**config.mk**
```make
export PLATFORM = sky130hd
export DESIGN_NAME = mem_arbiter
export DESIGN_NICKNAME = d
export VERILOG_FILES = /design/src/rtl/mem_arbiter.sv
export SDC_FILE = /design/constraint.sdc
export NUM_CORES = 1
export LEC_CHECK = 0
export BUFFER_PORTS_ARGS = -buffer_cell sky130_fd_sc_hd__clkbuf_2
export CORE_MARGIN = 2
export CORE_UTILIZATION = 49
export DETAILED_ROUTE_END_ITERATION = 16
export PLACE_DENSITY = 0.85
export SYNTH_ARGS = -nofsm -noshare
export SYNTH_HDL_FRONTEND = slang
export SYNTH_SLANG_ARGS = --single-unit
```
**constraint.sdc**
```tcl
create_clock -name clk -period 3.4 [get_ports clk]
set_clock_uncertainty 0.2 [all_clocks]
set_input_delay 0.68 -clock clk [delete_from_list [all_inputs] [get_ports clk]]
set_output_delay 0.68 -clock clk [all_outputs]
set_load 0.005 [all_outputs]
```
**src/rtl/mem_arbiter.sv**
```systemverilog
// mem_arbiter: shares one unified memory (combinational read, clocked write)
// between the instruction-fetch port (I, read-only) and the load/store port
// (D). Every access walks IDLE -> ACCESS -> DONE. Ties are broken round-robin.
//
// Handshake: a requester raises req with addr/we/wdata and holds all of them
// stable until it sees its one-cycle ack. req is only sampled in IDLE. If req
// is still high in the IDLE cycle that follows ack, it is a new request.
// rdata/err are meaningful only while ack=1. rdata holds its value afterwards.
module mem_arbiter #(
  parameter int AW = 32,
  parameter int DW = 32
) (
  input  logic          clk,
  input  logic          reset_n,
  input  logic          i_req,
  input  logic [AW-1:0] i_addr,
  output logic          i_ack,
  output logic [DW-1:0] i_rdata,
  output logic          i_err,
  input  logic          d_req,
  input  logic          d_we,
  input  logic [AW-1:0] d_addr,
  input  logic [DW-1:0] d_wdata,
  output logic          d_ack,
  output logic [DW-1:0] d_rdata,
  output logic          d_err,
  output logic [AW-1:0] mem_addr,
  output logic          mem_we,
  output logic [DW-1:0] mem_wd,
  input  logic [DW-1:0] mem_rd,
  output logic          busy
);

  typedef enum logic [1:0] {
    IDLE   = 2'd0,
    ACCESS = 2'd1,
    DONE   = 2'd2
  } state_t;

  // Port id encoding used for lat_port and last_grant.
  localparam logic PORT_I = 1'b0;
  localparam logic PORT_D = 1'b1;

  state_t        state;
  state_t        state_nxt;
  logic          lat_port;
  logic [AW-1:0] lat_addr;
  logic          lat_we;
  logic [DW-1:0] lat_wdata;
  logic          last_grant;
  logic [DW-1:0] i_resp;
  logic [DW-1:0] d_resp;
  logic          any_req;
  logic          grant_d;
  logic          aligned;
  logic [DW-1:0] capture;

  assign aligned  = (lat_addr[1:0] == 2'b00);
  assign mem_addr = lat_addr;
  assign mem_wd   = lat_wdata;
  assign i_rdata  = i_resp;
  assign d_rdata  = d_resp;

  // Arbitration: a lone request wins; on a tie the port opposite last_grant wins.
  always_comb begin
    any_req = i_req | d_req;
    grant_d = d_req & (~i_req | (last_grant == PORT_I));
    capture = (lat_we | ~aligned) ? '0 : mem_rd;
  end

  // State register; reset returns to IDLE at once so mem_we drops immediately.
  always_ff @(posedge clk or negedge reset_n) begin
    if (!reset_n) state <= IDLE;
    else          state <= state_nxt;
  end

  // Next-state and decoded outputs.
  always_comb begin
    state_nxt = state;
    mem_we    = 1'b0;
    i_ack     = 1'b0;
    d_ack     = 1'b0;
    i_err     = 1'b0;
    d_err     = 1'b0;
    busy      = 1'b1;
    case (state)
      IDLE: begin
        busy = 1'b0;
        if (any_req) state_nxt = ACCESS;
      end
      ACCESS: begin
        mem_we    = lat_we & aligned;
        state_nxt = DONE;
      end
      DONE: begin
        i_ack     = (lat_port == PORT_I);
        d_ack     = (lat_port == PORT_D);
        i_err     = (lat_port == PORT_I) & ~aligned;
        d_err     = (lat_port == PORT_D) & ~aligned;
        state_nxt = IDLE;
      end
      default: begin
        busy      = 1'b0;
        state_nxt = IDLE;
      end
    endcase
  end

  // Request latch on grant, response capture in ACCESS, fairness update in DONE.
  always_ff @(posedge clk or negedge reset_n) begin
    if (!reset_n) begin
      lat_port   <= PORT_I;
      lat_addr   <= '0;
      lat_we     <= 1'b0;
      lat_wdata  <= '0;
      last_grant <= PORT_D;
      i_resp     <= '0;
      d_resp     <= '0;
    end else begin
      case (state)
        IDLE: begin
          if (any_req) begin
            if (grant_d) begin
              lat_port  <= PORT_D;
              lat_addr  <= d_addr;
              lat_we    <= d_we;
              lat_wdata <= d_wdata;
            end else begin
              lat_port  <= PORT_I;
              lat_addr  <= i_addr;
              lat_we    <= 1'b0;
              lat_wdata <= '0;
            end
          end
        end
        ACCESS: begin
          if (lat_port == PORT_D) d_resp <= capture;
          else                    i_resp <= capture;
        end
        DONE: begin
          last_grant <= lat_port;
        end
        default: begin
        end
      endcase
    end
  end

endmodule

```
After elaboration in Yosys (flattened, before gate mapping)
Index checks and enable logic that the tools add are counted.
- register bits after elaboration: 133
- logic and storage cells: 41
- equal/unequal tests: 3
- multiplexer cells: 13
- bitwise logic cells: 11
- reductions and logical operators: 6
- operators with widths (operator ; number):
    $mux 32 ; 3
    $mux 1 ; 8
    $reduce_and 2->1 ; 3
    $and 1x1->1 ; 4
    $logic_not 2->1 ; 2
    $not 1->1 ; 4
    $pmux 2 s2 ; 1
    $or 1x1->1 ; 3
    $eq 2x1->1 const B ; 1
    $eq 2x2->1 const B ; 1
    $mux 2 ; 1
    $ne 2x2->1 const B ; 1
    $reduce_or 2->1 ; 1

Depth between registers and ports, before layout
- depth after elaboration: 4
- gate-level depth with buffers: 7

Worst setup path before layout
Ideal clock, no wire load.
- kind: input -> register
- from: input d_req
- to: register lat_wdata[22] (netlist: mem_wd[22])
- library setup time: 121 ps
- arrival time: 1427 ps
- slack: 1652 ps
- cell stages on the path: 5
- buffers on the path: 2
- cell sequence: a21boi_2 and2_1 buf_4 buf_6 a22o_1
- word-level cells in the longest chain between the ends: 2
- elaborated cells on any way between the ends: 4
- ends and longest elaborated chain (what ; RTL line ; RTL):
    start: declaration ; 20 ; input logic d_req,
    $and 1x1->1 or $or 1x1->1 (tied branches) ; 67, 66 ;
    $mux 32 or $reduce_and 2->1 (tied branches) ; n/a ;
    end signal: assignment ; 127 ; lat_wdata <= d_wdata;
    end: declaration ; 49 ; logic [DW-1:0] lat_wdata;
Several ways; a longest one is shown, not always the timed one.
A chain may end at the register's enable or synchronous reset.

Final worst setup path
- from: register state[0]
- to: output d_err
- word-level cells in the longest chain between the ends: 2
- ends and longest elaborated chain (what ; RTL line ; RTL):
    start: declaration ; 44 ; state_t state;
    start signal: assignment ; 74 ; else state <= state_nxt;
    $eq 2x2->1 ; 86 ; case (state)
    $mux 1 ; 86 ;
    end: declaration ; 26 ; output logic d_err,
Every way passes these cells.

==> impl_results.md <==
- Insertion delay to the later sink of the worst-skew pair: ~0.52 ns
- Sequential share of the synthesized area: 63.3%
- Root buffer cell: clkbuf_8
- Setup ws final: 0.919 ns
- Endpoints failing setup: 0
- I/O pins: around 270
- Antenna diodes: 0
- Crit Path Class: register to primary output
- Largest area contributor in the netlist: dfrtp_1
- Data required time of the worst path: 2.52 ns
- Final HPWL DP: 10400 µm
- Final Cycle Share: 73.0%
- WHS: ~0.17 ns
- Fin Setup TNS: 0 ns
- Drt pass-1 iters: 5
- CP endpoint: d_err
- Max Buffers Root-to-Sink: 2
- Yosys top cell area share: 62.8%
- Top cells by area, synth: dfrtp_1 (63%), nand2_1 (9.4%), a21oi_1 (6.1%)
- Total of max-cap violations: 0
- CTS tree: built
- Hold path start: i_addr[3]
- Syn_nets: ~660
- Number of I/O port buffers: 266
- Sw frac: ~36%
- Area of the die: 11600 µm²
- R2r setup slk: a little over 1 ns
- Wirelength per Cell: approximately 16 µm
- Post-route ant nets: 0
- Main flop type after synthesis: dfrtp_1
- Area Overhead vs Synth: 38.4%
- Worst r2r dst: mem_addr[22]
- Gate power share: 34.4%
- Cell variety after synth: 27
- CTS H-tree lvls: 4
- R2r startpoint: state[0]
- PD cells: 973 nW/µm²
- Number of synthesized flops with an enable pin: 0
- Crit path time final: 2.48 ns
- Ys Warns: 0
- Worst path arrival time: ~1.6 ns
- Vias post-DR: 4883
- Fmax achieved: 403 MHz
- Reg2reg path depth: 5
- Vias in the first global route: 4679
- Hold/Removal Path Class: input port to register
- # clock sinks: 133
- Total CTS buffers: 17
- CP endpoint kind: primary output
- Die width: 108 µm
- Status: finished clean
- Post-Syn Area: around 5300 µm²
- Share of layout cells above drive strength 1: 39.5%
- Max Slew Vio Count: 0
- First-pass GRT wire length: between 20000 and 25000 µm
- Initial antenna violation count: 0
- Async SR Flop Fraction: 100%
- Final WL: 14700 µm
- Crit-path max FO: 4
- DP Worst Slack: 1.09 ns
- Final nets: slightly above 900
- GP Congestion: about 0.81
- DRT iter0 DRCs: 382
- Startpoint Class: register
- Clock slew at reported path FFs: 0.06 ns
- Remaining Overflow, GRT: 0
- Slew HR: 23.5%
- Clock power frac: 25.8%
- FP Rows: 37
- Tot GR Track Use: 25.2%
- RSZ-0062 raised after global routing: false
- Pleak: 0.00382 µW
- Largest net degree at the start of global routing: between 70 and 80
- Synthesized area per cell: 10.1 µm²
- Flop pwr share: 39.7%
- Synthesized netlist cell count: 520
- Residual DRC count: 0
- Final hold viol count: 0
- Pint: 4550 µW
- VDD IR-drop max: 0.528 mV
- Initial core utilization: 50.7%
- Core area: 10400 µm²
- Yosys reg bits: 133
- Critical Path Start: state[0]
- Slew @ Worst Pin: roughly 1.1 ns
- Switching pwr: between 2000 and 3000 µW
- Via density: 5.28
- Die span in y: 108 µm
-- placed cells by master, fill, tap and decap left out, types with 5 or more instances in the layout --
cell       count
o21ai_1        5
a21oi_1       64
dfrtp_1      132
nor2_1        35
clkbuf_16     16
ha_1           5
nand2_1      130
o21ai_0       60
buf_4          5
a22o_1        33
clkbuf_2     265
-- worst max-delay path, stage by stage, from the launching register on --
cell,delay [ns]
dfrtp_1,0.40
inv_1,0.12
ha_1,0.16
o21ai_0,0.12
nor2_1,0.15
clkbuf_2,0.13
-- how the worst min path moves through the flow --
stage | to | cells past startpoint
3_3_place_gp | d_rdata[12] | 2
5_1_grt | mem_wd[2] | 2
3_5_place_dp | d_rdata[25] | 2
6_report | mem_addr[3] | 3
4_1_cts | mem_addr[25] | 3
2_1_floorplan | d_rdata[0] | 0
-- power groups by stage --
stage / clock network (µW) / registers [µW] / logic (µW)
5_1_grt: 1920 / 2890 / 2740
2_1_floorplan: 0 / 2790 / 1230
4_1_cts: 1850 / 2800 / 2460
3_5_place_dp: 0 / 2810 / 2450
3_3_place_gp: 0 / 2770 / 2340
6_report: 1830 / 2810 / 2440
-- cells in the mapped netlist (2+ instances only) --
| cell | instances |
|---|---|
| o21ai_0 | 60 |
| ha_1 | 5 |
| and2_1 | 2 |
| nand2_1 | 131 |
| o21ai_1 | 6 |
| dfrtp_1 | 132 |
| nor2_1 | 35 |
| buf_6 | 3 |
| clkbuf_1 | 14 |
| buf_1 | 2 |
| inv_1 | 3 |
| mux2_2 | 2 |
| buf_2 | 16 |
| a22o_1 | 33 |
| a21oi_1 | 64 |
-- registers in the layout, summed over array words and instances (netlist names) --
signal,flops
lat_we,1
lat_port,1
mem_wd,32
d_rdata,32
state,2
mem_addr,32
last_grant,1
i_rdata,32
-- cells by family after synthesis --
| group | synth area share [%] |
|---|---|
| simple gates | 12.6 |
| flops | 63.3 |
| fa+ha+maj | 1.19 |
| mux | 0.428 |
| buf+inv | 3.76 |
| compound gates | 18.7 |
-- per-layer routing --
metal | GRT usage, % | wire length, µm | vias to the layer above
met3 | 6.78 | 1130 | 23
met1 | 30.8 | 5650 | 2339
met5 | 0 | 0 | -
met4 | 9.62 | 262 | 0
li1 | - | - | 2267
met2 | 42.7 | 7650 | 254
-- layout make-up --
| cell class | instances | area (µm²) |
|---|---|---|
| clock buffer | 21 | 449 |
| clock inverter | 11 | 150 |
| fill | 776 | 3090 |
| inverter | 3 | 11.3 |
| multi-input combinational | 347 | 1750 |
| sequential | 133 | 3330 |
| tap | 136 | 170 |
| timing repair buffer | 273 | 1410 |
-- through the flow --
stage / total power, µW / util [%] / instances / instance area, µm²
2_1_floorplan: 4020 / - / 520 / 5260
3_3_place_gp: 5110 / 64.3 / 891 / 6670
3_5_place_dp: 5260 / 64.3 / 891 / 6670
4_1_cts: 7120 / 70.2 / 924 / 7280
5_1_grt: 7540 / 70.2 / 924 / 7280
6_report: 7080 / 70.2 / 924 / 7280
-- timing repair --
action                    CTS  global route
hold buffers                1             0
gates resized for setup     0             0
hold endpoints to repair   19             0
buffers inserted            0             0
(Power assumes the default switching activity.)
